`src/rtl/ball_pkg.sv`:
```
// Shared constants, FSM state type and saturating-abs helper for the ball
// motion sequencer.
package ball_pkg;

  localparam int DEF_H_ACTIVE  = 640;
  localparam int DEF_V_ACTIVE  = 480;
  localparam int DEF_BALL_SIZE = 8;
  localparam int DEF_H_INIT    = 320;
  localparam int DEF_V_INIT    = 240;
  localparam int DEF_VEL_W     = 4;

  // Candidate positions carry two extra bits so underflow below 0 is visible.
  localparam int POS_W  = 10;
  localparam int CAND_W = 12;

  localparam int RST_HVEL = -2;
  localparam int RST_VVEL = 2;

  typedef enum logic [1:0] {
    IDLE  = 2'd0,
    MOVE  = 2'd1,
    CLAMP = 2'd2,
    DONE  = 2'd3
  } state_t;

endpackage

```
`src/rtl/ball_motion_ctrl_if.sv`:
```
// Control/status bundle between the game logic and the ball motion sequencer.
interface ball_motion_ctrl_if #(
  parameter int VEL_W = ball_pkg::DEF_VEL_W
);
  logic                    vsync;
  logic                    run;
  logic                    step;
  logic                    vel_load;
  logic signed [VEL_W-1:0] vel_h_in;
  logic signed [VEL_W-1:0] vel_v_in;
  logic [9:0]              ball_hpos;
  logic [9:0]              ball_vpos;
  logic signed [VEL_W-1:0] ball_hvel;
  logic signed [VEL_W-1:0] ball_vvel;
  logic                    busy;
  logic                    frame_done;
  logic [1:0]              bounce;
  logic                    overrun;

  modport master (
    output vsync, run, step, vel_load, vel_h_in, vel_v_in,
    input  ball_hpos, ball_vpos, ball_hvel, ball_vvel,
           busy, frame_done, bounce, overrun
  );

  modport slave (
    input  vsync, run, step, vel_load, vel_h_in, vel_v_in,
    output ball_hpos, ball_vpos, ball_hvel, ball_vvel,
           busy, frame_done, bounce, overrun
  );
endinterface

```
`src/rtl/ball_axis_step.sv`:
```
// One axis of ball motion: forms the moved candidate, then clamps it to
// [0, max] and reflects the velocity on a wall hit.
module ball_axis_step
  import ball_pkg::*;
#(
  parameter int VEL_W = DEF_VEL_W
) (
  input  logic [POS_W-1:0]         pos,
  input  logic signed [VEL_W-1:0]  vel,
  input  logic signed [CAND_W-1:0] max,
  input  logic signed [CAND_W-1:0] cand,
  output logic signed [CAND_W-1:0] moved,
  output logic [POS_W-1:0]         next_pos,
  output logic signed [VEL_W-1:0]  next_vel,
  output logic                     bounce
);

  localparam logic signed [VEL_W-1:0] VEL_MIN = {1'b1, {(VEL_W-1){1'b0}}};
  localparam logic signed [VEL_W-1:0] VEL_MAX = {1'b0, {(VEL_W-1){1'b1}}};

  logic signed [VEL_W-1:0] mag;

  assign moved = $signed({{(CAND_W-POS_W){1'b0}}, pos})
               + $signed({{(CAND_W-VEL_W){vel[VEL_W-1]}}, vel});

  // The most negative velocity has no positive twin; it saturates instead.
  always_comb begin
    mag = vel;
    if (vel[VEL_W-1]) begin
      if (vel == VEL_MIN) mag = VEL_MAX;
      else                mag = -vel;
    end
  end

  always_comb begin
    next_pos = POS_W'(cand);
    next_vel = vel;
    bounce   = 1'b0;
    if (cand < 0) begin
      next_pos = '0;
      next_vel = mag;
      bounce   = 1'b1;
    end else if (cand > max) begin
      next_pos = POS_W'(max);
      next_vel = -mag;
      bounce   = 1'b1;
    end
  end

endmodule

```
`src/rtl/ball_motion_ctrl.sv`:
```
// Per-frame ball motion sequencer: on a qualified vsync rising edge it moves
// the ball, clamps/reflects against the four walls and reports the result.
//
//   state | meaning
//   IDLE  | waiting for a qualified vsync edge; pending velocity applied here
//   MOVE  | register candidate positions pos + vel for both axes
//   CLAMP | write clamped positions, reflected velocities and bounce flags
//   DONE  | frame_done and bounce presented for one cycle
module ball_motion_ctrl
  import ball_pkg::*;
#(
  parameter int H_ACTIVE  = DEF_H_ACTIVE,
  parameter int V_ACTIVE  = DEF_V_ACTIVE,
  parameter int BALL_SIZE = DEF_BALL_SIZE,
  parameter int H_INIT    = DEF_H_INIT,
  parameter int V_INIT    = DEF_V_INIT,
  parameter int VEL_W     = DEF_VEL_W
) (
  input logic              clk,
  input logic              reset,
  ball_motion_ctrl_if.slave bus
);

  localparam logic signed [CAND_W-1:0] H_MAX = CAND_W'(H_ACTIVE - BALL_SIZE);
  localparam logic signed [CAND_W-1:0] V_MAX = CAND_W'(V_ACTIVE - BALL_SIZE);

  state_t state, state_nxt;

  logic                     vsync_d;
  logic                     vs_rise;
  logic                     start;
  logic                     step_pending;
  logic                     vel_pending;
  logic                     vel_apply;
  logic signed [VEL_W-1:0]  vel_h_pend, vel_v_pend;
  logic signed [VEL_W-1:0]  vel_h_src, vel_v_src;
  logic [POS_W-1:0]         hpos, vpos;
  logic signed [VEL_W-1:0]  hvel, vvel;
  logic signed [CAND_W-1:0] nx, ny;
  logic [1:0]               bounce_r;
  logic                     overrun_r;

  logic signed [CAND_W-1:0] h_moved, v_moved;
  logic [POS_W-1:0]         h_next_pos, v_next_pos;
  logic signed [VEL_W-1:0]  h_next_vel, v_next_vel;
  logic                     h_bounce, v_bounce;

  assign vs_rise = bus.vsync & ~vsync_d;
  assign start   = vs_rise & (bus.run | step_pending) & (state == IDLE);

  // A load arriving on the apply cycle itself bypasses the pending copy.
  assign vel_apply = (state == IDLE) & ~start & (bus.vel_load | vel_pending);
  assign vel_h_src = bus.vel_load ? bus.vel_h_in : vel_h_pend;
  assign vel_v_src = bus.vel_load ? bus.vel_v_in : vel_v_pend;

  ball_axis_step #(.VEL_W(VEL_W)) u_axis_h (
    .pos      (hpos),
    .vel      (hvel),
    .max      (H_MAX),
    .cand     (nx),
    .moved    (h_moved),
    .next_pos (h_next_pos),
    .next_vel (h_next_vel),
    .bounce   (h_bounce)
  );

  ball_axis_step #(.VEL_W(VEL_W)) u_axis_v (
    .pos      (vpos),
    .vel      (vvel),
    .max      (V_MAX),
    .cand     (ny),
    .moved    (v_moved),
    .next_pos (v_next_pos),
    .next_vel (v_next_vel),
    .bounce   (v_bounce)
  );

  always_ff @(posedge clk or posedge reset) begin
    if (reset) state <= IDLE;
    else       state <= state_nxt;
  end

  always_comb begin
    state_nxt = state;
    case (state)
      IDLE:    if (start) state_nxt = MOVE;
      MOVE:    state_nxt = CLAMP;
      CLAMP:   state_nxt = DONE;
      DONE:    state_nxt = IDLE;
      default: state_nxt = IDLE;
    endcase
  end

  always_ff @(posedge clk or posedge reset) begin
    if (reset) begin
      vsync_d      <= 1'b0;
      step_pending <= 1'b0;
      vel_pending  <= 1'b0;
      vel_h_pend   <= '0;
      vel_v_pend   <= '0;
      hpos         <= POS_W'(H_INIT);
      vpos         <= POS_W'(V_INIT);
      hvel         <= VEL_W'(RST_HVEL);
      vvel         <= VEL_W'(RST_VVEL);
      nx           <= '0;
      ny           <= '0;
      bounce_r     <= 2'b00;
      overrun_r    <= 1'b0;
    end else begin
      vsync_d <= bus.vsync;

      if (bus.step)  step_pending <= 1'b1;
      else if (start) step_pending <= 1'b0;

      if (vs_rise && state != IDLE) overrun_r <= 1'b1;

      if (vel_apply) begin
        hvel        <= vel_h_src;
        vvel        <= vel_v_src;
        vel_pending <= 1'b0;
      end else if (bus.vel_load) begin
        vel_h_pend  <= bus.vel_h_in;
        vel_v_pend  <= bus.vel_v_in;
        vel_pending <= 1'b1;
      end

      if (state == MOVE) begin
        nx <= h_moved;
        ny <= v_moved;
      end

      if (state == CLAMP) begin
        hpos     <= h_next_pos;
        vpos     <= v_next_pos;
        hvel     <= h_next_vel;
        vvel     <= v_next_vel;
        bounce_r <= {v_bounce, h_bounce};
      end
    end
  end

  assign bus.ball_hpos  = hpos;
  assign bus.ball_vpos  = vpos;
  assign bus.ball_hvel  = hvel;
  assign bus.ball_vvel  = vvel;
  assign bus.busy       = (state != IDLE);
  assign bus.frame_done = (state == DONE);
  assign bus.bounce     = (state == DONE) ? bounce_r : 2'b00;
  assign bus.overrun    = overrun_r;

endmodule

```
`src/flat_wrapper.sv`:
```
// flat-port wrapper written by rule: the top's interface ports become plain ports
module ball_motion_ctrl_flat import ball_pkg::*;
#(
  parameter int H_ACTIVE  = DEF_H_ACTIVE,
  parameter int V_ACTIVE  = DEF_V_ACTIVE,
  parameter int BALL_SIZE = DEF_BALL_SIZE,
  parameter int H_INIT    = DEF_H_INIT,
  parameter int V_INIT    = DEF_V_INIT,
  parameter int VEL_W     = DEF_VEL_W
)
  (clk, reset, bus_vsync, bus_run, bus_step, bus_vel_load, bus_vel_h_in, bus_vel_v_in, bus_ball_hpos, bus_ball_vpos, bus_ball_hvel, bus_ball_vvel, bus_busy, bus_frame_done, bus_bounce, bus_overrun);
  ball_motion_ctrl_if #(.VEL_W(VEL_W)) bus_i ();
  input logic clk;
  input logic reset;
  input wire logic [$bits(bus_i.vsync)-1:0] bus_vsync;
  input wire logic [$bits(bus_i.run)-1:0] bus_run;
  input wire logic [$bits(bus_i.step)-1:0] bus_step;
  input wire logic [$bits(bus_i.vel_load)-1:0] bus_vel_load;
  input wire logic [$bits(bus_i.vel_h_in)-1:0] bus_vel_h_in;
  input wire logic [$bits(bus_i.vel_v_in)-1:0] bus_vel_v_in;
  output wire logic [$bits(bus_i.ball_hpos)-1:0] bus_ball_hpos;
  output wire logic [$bits(bus_i.ball_vpos)-1:0] bus_ball_vpos;
  output wire logic [$bits(bus_i.ball_hvel)-1:0] bus_ball_hvel;
  output wire logic [$bits(bus_i.ball_vvel)-1:0] bus_ball_vvel;
  output wire logic [$bits(bus_i.busy)-1:0] bus_busy;
  output wire logic [$bits(bus_i.frame_done)-1:0] bus_frame_done;
  output wire logic [$bits(bus_i.bounce)-1:0] bus_bounce;
  output wire logic [$bits(bus_i.overrun)-1:0] bus_overrun;
  assign bus_i.vsync = bus_vsync;
  assign bus_i.run = bus_run;
  assign bus_i.step = bus_step;
  assign bus_i.vel_load = bus_vel_load;
  assign bus_i.vel_h_in = bus_vel_h_in;
  assign bus_i.vel_v_in = bus_vel_v_in;
  assign bus_ball_hpos = bus_i.ball_hpos;
  assign bus_ball_vpos = bus_i.ball_vpos;
  assign bus_ball_hvel = bus_i.ball_hvel;
  assign bus_ball_vvel = bus_i.ball_vvel;
  assign bus_busy = bus_i.busy;
  assign bus_frame_done = bus_i.frame_done;
  assign bus_bounce = bus_i.bounce;
  assign bus_overrun = bus_i.overrun;
  ball_motion_ctrl #(.H_ACTIVE(H_ACTIVE), .V_ACTIVE(V_ACTIVE), .BALL_SIZE(BALL_SIZE), .H_INIT(H_INIT), .V_INIT(V_INIT), .VEL_W(VEL_W)) u_core (.clk(clk), .reset(reset), .bus(bus_i));
endmodule
```
`config.mk`:
```
export PLATFORM = sky130hd
export DESIGN_NAME = ball_motion_ctrl_flat
export DESIGN_NICKNAME = d
export VERILOG_FILES = /design/src/rtl/ball_pkg.sv /design/src/rtl/ball_motion_ctrl_if.sv /design/src/rtl/ball_axis_step.sv /design/src/rtl/ball_motion_ctrl.sv /design/src/flat_wrapper.sv
export SDC_FILE = /design/constraint.sdc
export NUM_CORES = 1
export LEC_CHECK = 0
export ABC_CLOCK_PERIOD_IN_PS = 8200
export CORE_MARGIN = 2
export CORE_UTILIZATION = 45
export CTS_CLUSTER_DIAMETER = 60
export DETAILED_ROUTE_END_ITERATION = 6
export GPL_TIMING_DRIVEN = 0
export PLACE_DENSITY = 0.67
export SYNTH_ARGS = -nofsm -noshare
export SYNTH_HDL_FRONTEND = slang
export SYNTH_HIERARCHICAL = 1
export SYNTH_SLANG_ARGS = --single-unit
```
`constraint.sdc`:
```
create_clock -name clk -period 8.2 [get_ports clk]
set_clock_uncertainty 0.2 [all_clocks]
set_input_delay 0.82 -clock clk [delete_from_list [all_inputs] [get_ports clk]]
set_output_delay 0.82 -clock clk [all_outputs]
set_load 0.05 [all_outputs]
```
==> results of run 1 <==
-- per-stage QoR --
stage	setup WS (ps)	cells	utilization (%)	hold slack (ps)	area, um^2
global placement	4160	726	53.8	242	5910
CTS	5060	741	56.1	271	6170
finish	5010	741	56.1	278	6170
detailed placement	5070	726	53.8	260	5910
floorplan	5130	540	-	252	5270
global route	4870	741	56.1	288	6170
-- state kept, by name (all words and copies together), names as in the netlist --
| register | count |
|---|---|
| u_core/bus.ball_vpos | 10 |
| u_core/bus.ball_hvel | 4 |
| u_core/nx | 12 |
| u_core/bus.ball_vvel | 4 |
| u_core/step_pending | 1 |
| u_core/vel_h_pend | 4 |
| u_core/vel_v_pend | 4 |
| u_core/state | 2 |
| u_core/bus.overrun | 1 |
| u_core/vel_pending | 1 |
| u_core/vsync_d | 1 |
| u_core/bus.ball_hpos | 10 |
| u_core/bounce_r | 2 |
| u_core/ny | 12 |
-- critical path: cells and delay by family (launching register included) --
| family | cells | cell delay, ps |
|---|---|---|
| XOR/XNOR | 1 | 120 |
| AO/OA/AOI/OAI | 6 | 1390 |
| multiplexers | 1 | 260 |
| adder cells (fa/ha/maj) | 2 | 650 |
| flip-flops | 1 | 450 |
-- path summary, 6_finish.rpt --
path	from	endpoint	slack [ps]	depth (start not counted)
min in group asynchronous	reset	u_core/vel_v_pend[0]	840	2
hold / removal	u_core/bus.overrun	u_core/bus.overrun	280	1
setup reg to reg	u_core/bus.ball_hvel[0]	u_core/nx[10]	5010	10
setup / recovery	u_core/bus.ball_hvel[0]	u_core/nx[10]	5010	10
hold reg to reg	u_core/bus.overrun	u_core/bus.overrun	280	1
max in group asynchronous	reset	u_core/bus.ball_vpos[9]	6390	2
-- cell usage after synthesis, drive strengths merged, types with 12 or more instances --
master / number / share of area, %
a21oi: 24 / 2.5
mux2: 64 / 15
xnor2: 18 / 3.1
mux2i: 36 / 7.0
dfrtp: 58 / 28
ha: 55 / 13
nand2: 25 / 2.0
buf: 12 / 1.9
inv: 46 / 3.4
nor2: 37 / 2.9
o21ai: 30 / 3.2
-- cell families (layout without fill, tap and decap cells) --
family,count (synthesis),count (layout),share of synthesized area [%]
mux,100,100,21.9
simple gates,98,98,9.54
compound gates,90,90,11.6
flops,68,68,33.5
buf+inv,63,124,5.63
fa+ha+maj,57,57,14.2
xor+xnor,20,20,3.43
other cells,2,44,0.147
-- layout by cell type (no fill, tap or decap), types with 4 or more instances in the layout --
cell,count
dfstp_2,10
buf_2,6
clkbuf_1,10
xnor2_1,18
a31o_1,4
nor3_1,8
mux2_2,54
or4_1,4
nand2_1,24
mux2i_1,36
a21o_1,10
inv_1,45
o21ai_0,13
dfrtp_1,58
nor2_1,36
clkbuf_16,9
clkdlybuf4s50_1,46
nand4_1,4
ha_1,55
mux2_4,10
a211oi_2,4
conb_1,44
a21oi_1,22
o21ai_1,16
nand2b_1,4
o21bai_1,6
-- metal layers --
metal  up-vias  share of wire (%)
li1       1913                  -
met1      1805                 48
met2        66                 46
met3        14                3.5
met4         0                2.4
met5         -                  0
-- cell type report --
| type | instances | area [um^2] |
|---|---|---|
| Sequential cell | 68 | 1710 |
| Fill cell | 983 | 4820 |
| Inverter | 46 | 175 |
| Multi-Input combinational cell | 409 | 3270 |
| Timing Repair Buffer | 46 | 460 |
| Buffer | 17 | 115 |
| Clock buffer | 15 | 258 |
| Tap cell | 140 | 175 |
==> summary.txt, run 1 <==
status: completed
max-cap violation count: 0
antenna diode count: 0
first-pass GRT wire length: 18,700 um
number of synthesis warnings: 6
die area: 12,200 um^2
GP Congestion: 0.828
#FFs+latches synth: 68
area growth from synthesis to final layout: 20.6%
setup TNS: 0 ps
slew margin rel.: 41.6%
Final HPWL DP: 7850 um
gr busiest metal: met2
Die Ht: 111 um
Final Net Count: 668
CP max-delay cell: a2111o_1
crit path time final: 3190 ps
M2 GR Usage: 29.9%
WL final: 10,900 um
layout cells sized above 1: 18.5%
DRC: 0
Critical Path RT: 8210 ps
crit-path max cell delay: 460 ps
Hold Violations, Final: 0
met3 Use GR: 3.79%
Clk pin slew, worst setup/hold paths: 50 ps
final worst-path cycle share: 38.9%
HP Class: reg -> reg
Avg Synthesized Cell Area: 10.3 um^2
antenna violations before repair: 0
TritonCTS clock tree: built
initial DRC count: 140
Clock Sinks: 68
sequential area share after synthesis: 33.5%
IO buf count: 46
die width: 111 um
row count: 38
root buf cell: clkbuf_16
Post-Syn Instances: 498
endpoints failing setup: 0
fin. max-slew vios: 0
CTS H-tree depth: 3
asr flop ratio synth: 100%
drt wl/cell: 14.7 um
Main synth FF type: dfrtp_1
RSZ-0062 raised after global routing: false
Tot GR Track Use: 18.6%
kind of critical path: reg -> reg
largest net degree at the start of global routing: 69
max frequency: 313 MHz
Avg Vias per Cell: 5.13
Worst-Skew Late Latency: 330 ps
clk buf depth: 2
worst-margin pin slew: 876 ps
crit-path cells: ha_1, fa_1, a21o_1, a21oi_1, o21bai_1, a2111o_1, a31oi_1, o21bai_1, xnor2_1, mux2_2
via count: 3,798
IO Pins: 47
starting density of the core: 46.5%
number of global-route vias before repair: 3,961
Post-synth EDFFs: 0
crit path DAT: 3200 ps
area of the core: 11,000 um^2
antenna-violating nets left: 0
CP startpoint kind: register
CTS Buf Count: 9
Pre-antenna DRT Iters: 4
post-CTS setup buffer count: 0
post-CTS resize count: 0
critical path endpoint category: register
CP most frequent cell: o21bai_1
CTS Hold Buffers Added: 0
worst-path maximum fanout: 6
post-synth cell types: 50
synthesized area: 5110 um^2
grt ovf: 0
grt met1 use: 24.8%
Power of run 1 is left out: the tool's default activity adds up to more than one toggle a clock period on the data nets, which glitch-free logic cannot reach.
==> run 2: changes to the inputs <==
--- a/config.mk
+++ b/config.mk
@@ -5,7 +5,7 @@
 export SDC_FILE = /design/constraint.sdc
 export NUM_CORES = 1
 export LEC_CHECK = 0
-export ABC_CLOCK_PERIOD_IN_PS = 8200
+export ABC_CLOCK_PERIOD_IN_PS = 3000
 export CORE_MARGIN = 2
 export CORE_UTILIZATION = 45
 export CTS_CLUSTER_DIAMETER = 60
==> constraint.sdc (replaced) <==
create_clock -name clk -period 3 [get_ports clk]
set_clock_uncertainty 0.2 [all_clocks]
set_input_delay 0.3 -clock clk [delete_from_list [all_inputs] [get_ports clk]]
set_output_delay 0.3 -clock clk [all_outputs]
set_load 0.05 [all_outputs]
==> run 2 against run 1 <==
Against the previous run:
- via count grew 0.84%
- sequential share of layout area shrank 0.46 points
- non-clock buffer count grew 6
- cell count grew 0.94%
- first-iteration DRC count shrank 9.3%
- maximum frequency grew 8.7%
- utilization grew 1.2 points
- critical path type unchanged
- critical endpoint is now u_core/ny[10]
- highest routed layer unchanged
==> summary.txt, run 2 (synthesized netlist as in run 1, its figures left out) <==
post-route cell area: 6290 um^2 (was 6170 um^2)
CTS H-tree depth: 3 (unchanged)
TritonCTS clock tree: built (unchanged)
WL final: 10,900 um (about the same)
clk buf depth: 2 (unchanged)
via count: 3,830 (was 3,798)
crit path time final: 2940 ps (was 3190 ps)
Avg Vias per Cell: 5.12 (was 5.13)
IO buf count: 46 (unchanged)
antenna diode count: 0 (unchanged)
Top Registers: u_core/nx: 12 flops, u_core/ny: 12 flops (unchanged)
Worst-Skew Late Latency: 330 ps (about the same)
grt ovf: 0 (unchanged)
worst-margin pin slew: 884 ps (was 876 ps)
die width: 111 um (unchanged)
Hold Violations, Final: 0 (unchanged)
max-cap violation count: 0 (unchanged)
crit path DAT: 2960 ps (was 3200 ps)
most frequent cells in the layout: mux2_2 (54), ha_1 (53), dfrtp_1 (53) (was dfrtp_1 (58), ha_1 (55), mux2_2 (54))
Die Ht: 111 um (unchanged)
Tot GR Track Use: 18.7% (was 18.6%)
antenna violations before repair: 0 (unchanged)
antenna-violating nets left: 0 (unchanged)
Pre-antenna DRT Iters: 4 (unchanged)
GP Congestion: 0.826 (was 0.828)
status: completed (unchanged)
row count: 38 (unchanged)
Placed Area: 5910 um^2 (about the same)
root buf cell: clkbuf_16 (unchanged)
final worst-path cycle share: 97.9% (was 38.9%)
CTS Hold Buffers Added: 0 (unchanged)
CP startpoint kind: register (unchanged)
critical path endpoint category: register (unchanged)
worst-path maximum fanout: 4 (was 6)
die area: 12,200 um^2 (unchanged)
area growth from synthesis to final layout: 23.1% (was 20.6%)
RSZ-0062 raised after global routing: true (was false)
most common cell after layout, fill and taps aside: mux2_2 (was dfrtp_1)
starting density of the core: 46.5% (unchanged)
DRC: 0 (unchanged)
drt wl/cell: 14.6 um (was 14.7 um)
IO Pins: 47 (unchanged)
layout cells sized above 1: 22.2% (was 18.5%)
initial DRC count: 127 (was 140)
Final HPWL DP: 7730 um (was 7850 um)
slew margin rel.: 41.1% (was 41.6%)
setup TNS: 0 ps (unchanged)
Critical Path RT: 3020 ps (was 8210 ps)
CTS Buf Count: 9 (unchanged)
area of the core: 11,000 um^2 (unchanged)
number of global-route vias before repair: 3,869 (was 3,961)
endpoints failing setup: 0 (unchanged)
fin. max-slew vios: 0 (unchanged)
Final Net Count: 674 (was 668)
largest net degree at the start of global routing: 69 (unchanged)
Clock Sinks: 68 (unchanged)
first-pass GRT wire length: 18,700 um (about the same)
max frequency: 341 MHz (was 313 MHz)
kind of critical path: reg -> reg (unchanged)
HP Class: reg -> reg (unchanged)
Clk pin slew, worst setup/hold paths: 60 ps (was 50 ps)
-- run 2: metrics by stage --
step                util (%)  worst slack [ps]  hold slack [ps]  cells
floorplan                  -              51.2              131    540
global placement        53.8              -716              246    726
detailed placement      53.8             -74.2              248    726
CTS                     56.6              8.34              262    742
global route            57.3             -22.7              291    748
finish                  57.3              63.3              256    748
-- run 2: repair_timing --
item / in CTS / in global routing
resized for setup: 4 / 12
pin swaps: 2 / 6
buffers inserted: 0 / 6
endpoints found under the setup margin: 3 / 5
-- run 2: final timing paths --
path                       slack [ps]                       to                    start  depth (start not counted)
hold / removal                    260       u_core/bus.overrun       u_core/bus.overrun                          1
hold reg to reg                   260       u_core/bus.overrun       u_core/bus.overrun                          1
max in group asynchronous        1670  u_core/bus.ball_vvel[3]                    reset                          2
min in group asynchronous         310     u_core/vel_v_pend[0]                    reset                          2
setup / recovery                   60            u_core/ny[10]  u_core/bus.ball_vvel[0]                         10
setup reg to reg                   60            u_core/ny[10]  u_core/bus.ball_vvel[0]                         10
-- run 2: critical path, stage by stage (launching register included) --
cell and delay (ps):
dfrtp_2 430, ha_2 200, fa_2 400, a21o_1 200, a21oi_2 200, o21bai_2 100, a2111o_1 430, a31oi_1 150
o21bai_1 110, xnor2_1 130, mux2_2 260
-- run 2: layout make-up --
type,instances,area [um^2]
Clock inverter,2,35.0
Clock buffer,14,254
Inverter,46,175
Multi-Input combinational cell,409,3310
Tap cell,140,175
Sequential cell,68,1720
Fill cell,943,4690
Buffer,17,118
Timing Repair Buffer,52,505
-- run 2: routing by layer --
layer  GRT usage (%)  part of all wire (%)  up-vias
met3            4.17                   3.8       12
met5               0                     0        -
met2            31.3                    48       66
met4            4.83                   1.0        0
li1                -                     -     1923
met1            24.6                    47     1829
Power of run 2 is left out for the same reason.
==> run 3: changes to the inputs <==
--- a/config.mk
+++ b/config.mk
@@ -10,8 +10,8 @@
 export CORE_UTILIZATION = 45
 export CTS_CLUSTER_DIAMETER = 60
 export DETAILED_ROUTE_END_ITERATION = 6
-export GPL_TIMING_DRIVEN = 0
 export PLACE_DENSITY = 0.67
+export SKIP_CTS_REPAIR_TIMING = 1
 export SYNTH_ARGS = -nofsm -noshare
 export SYNTH_HDL_FRONTEND = slang
 export SYNTH_HIERARCHICAL = 1
==> run 3 against run 2 <==
Against the previous run:
- sequential cell count did not move
- global-route usage fell by 0.57 points
- register-to-register slack improved by 90 ps
==> summary.txt, run 3 (synthesized netlist as in run 1, its figures left out) <==
Fin Hold WS: 121 ps (was 256 ps)
worst-margin pin slew: 543 ps (was 884 ps)
status: completed (unchanged)
Top Registers: u_core/nx: 12 flops, u_core/ny: 12 flops (unchanged)
crit-path max cell delay: 440 ps (was 430 ps)
worst-path maximum fanout: 3 (was 4)
Clk pin slew, worst setup/hold paths: 60 ps (about the same)
cells on worst reg2reg path: 10 (unchanged)
antenna diode count: 0 (unchanged)
starting density of the core: 46.5% (unchanged)
CTS Buf Count: 9 (unchanged)
root buf cell: clkbuf_16 (unchanged)
drt wl/cell: 14.6 um (about the same)
grt ovf: 0 (unchanged)
gr busiest metal: met2 (unchanged)
TritonCTS clock tree: built (unchanged)
Worst-Skew Late Latency: 330 ps (about the same)
Critical Path RT: 3020 ps (about the same)
GP Congestion: 0.835 (was 0.826)
slew margin rel.: 63.7% (was 41.1%)
Worst Setup SP: u_core/bus.ball_vpos[0] (was u_core/bus.ball_vvel[0])
IO Pins: 47 (unchanged)
crit path DAT: 2860 ps (was 2960 ps)
largest net degree at the start of global routing: 50 (was 69)
Hold Violations, Final: 0 (unchanged)
grt met1 use: 23.9% (was 24.6%)
Worst R2R Start: u_core/bus.ball_vpos[0] (was u_core/bus.ball_vvel[0])
final worst-path cycle share: 94.8% (was 97.9%)
layout cells sized above 1: 20.8% (was 22.2%)
area of the core: 11,000 um^2 (unchanged)
crit-path cells: ha_1, fa_2, a21o_1, a21oi_2, o21bai_1, a2111o_1, a31oi_1, o21bai_1, xnor2_1, mux2_2 (was ha_2, fa_2, a21o_1, a21oi_2, o21bai_2, a2111o_1, a31oi_1, o21bai_1, xnor2_1, mux2_2)
initial DRC count: 124 (was 127)
area growth from synthesis to final layout: 21.0% (was 23.1%)
most common cell after layout, fill and taps aside: ha_1 (was mux2_2)
R2R Setup Slk: 160 ps (was 60 ps)
cell family with most CP delay: compound AO/OA/AOI/OAI gates (unchanged)
Final Net Count: 663 (was 674)
Buf/Inv on CP: 0 (unchanged)
Final HPWL DP: 7900 um (was 7730 um)
endpoints failing setup: 0 (unchanged)
max frequency: 352 MHz (was 341 MHz)
CP startpoint kind: register (unchanged)
RSZ-0062 raised after global routing: false (was true)
max-cap violation count: 0 (unchanged)
critical path endpoint category: register (unchanged)
most frequent cells in the layout: ha_1 (55), mux2_2 (54), dfrtp_1 (54) (was mux2_2 (54), ha_1 (53), dfrtp_1 (53))
via count: 3,750 (was 3,830)
Setup crit end: u_core/ny[10] (unchanged)
kind of critical path: reg -> reg (unchanged)
first-pass GRT wire length: 18,300 um (was 18,700 um)
DRC: 0 (unchanged)
CP most frequent cell: o21bai_1
antenna-violating nets left: 0 (unchanged)
CTS H-tree depth: 3 (unchanged)
die width: 111 um (unchanged)
setup TNS: 0 ps (unchanged)
clk buf depth: 2 (unchanged)
stages on the worst setup path: 10 (unchanged)
HP Class: in -> async (was reg -> reg)
Tot GR Track Use: 18.2% (was 18.7%)
Pre-antenna DRT Iters: 4 (unchanged)
fin util: 56.3% (was 57.3%)
capturing point of the worst reg2reg path: u_core/ny[10] (unchanged)
WL final: 10,700 um (was 10,900 um)
fin. max-slew vios: 0 (unchanged)
Die Ht: 111 um (unchanged)
M2 GR Usage: 30.4% (was 31.3%)
crit path time final: 2840 ps (was 2940 ps)
Avg Vias per Cell: 5.09 (was 5.12)
IO buf count: 46 (unchanged)
antenna violations before repair: 0 (unchanged)
number of global-route vias before repair: 3,828 (was 3,869)
met3 Use GR: 2.52% (was 4.17%)
Clock Sinks: 68 (unchanged)
row count: 38 (unchanged)
die area: 12,200 um^2 (unchanged)
CP max-delay cell: a2111o_1 (was dfrtp_2)
-- run 3: worst min path at each step --
stage	from	to	slack, ps	cells after the start
3_3_place_gp	u_core/bus.overrun	u_core/bus.overrun	250	1
6_report	reset	u_core/bus.ball_vpos[0]	120	2
4_1_cts	reset	u_core/ny[0]	130	2
3_5_place_dp	u_core/bus.overrun	u_core/bus.overrun	250	1
5_1_grt	reset	u_core/ny[0]	150	2
2_1_floorplan	bus_vsync	u_core/vsync_d	130	0
-- run 3: stage by stage --
step | cells | worst slack (ps) | area [um^2]
final | 737 | 157 | 6180
after global routing | 737 | 17.4 | 6180
after CTS | 737 | 33.2 | 6170
after detailed placement | 721 | 67.9 | 5900
after global placement | 721 | 109 | 5900
after floorplan | 540 | 51.2 | 5280
-- run 3: final cells by class --
type	instances	area, um^2
multi-input combinational	409	3280
clock inverter	2	10.0
timing repair buffer	58	563
clock buffer	14	264
fill	991	4800
inverter	46	173
tap	140	175
sequential	68	1720
-- run 3: metal layers --
metal	wire length (um)	vias to the layer above	part of all wire, %
met2	5180	64	48
met5	0	-	0
li1	-	1898	-
met1	5060	1779	47
met4	89	0	0.83
met3	407	9	3.8
Power of run 3 is left out for the same reason.
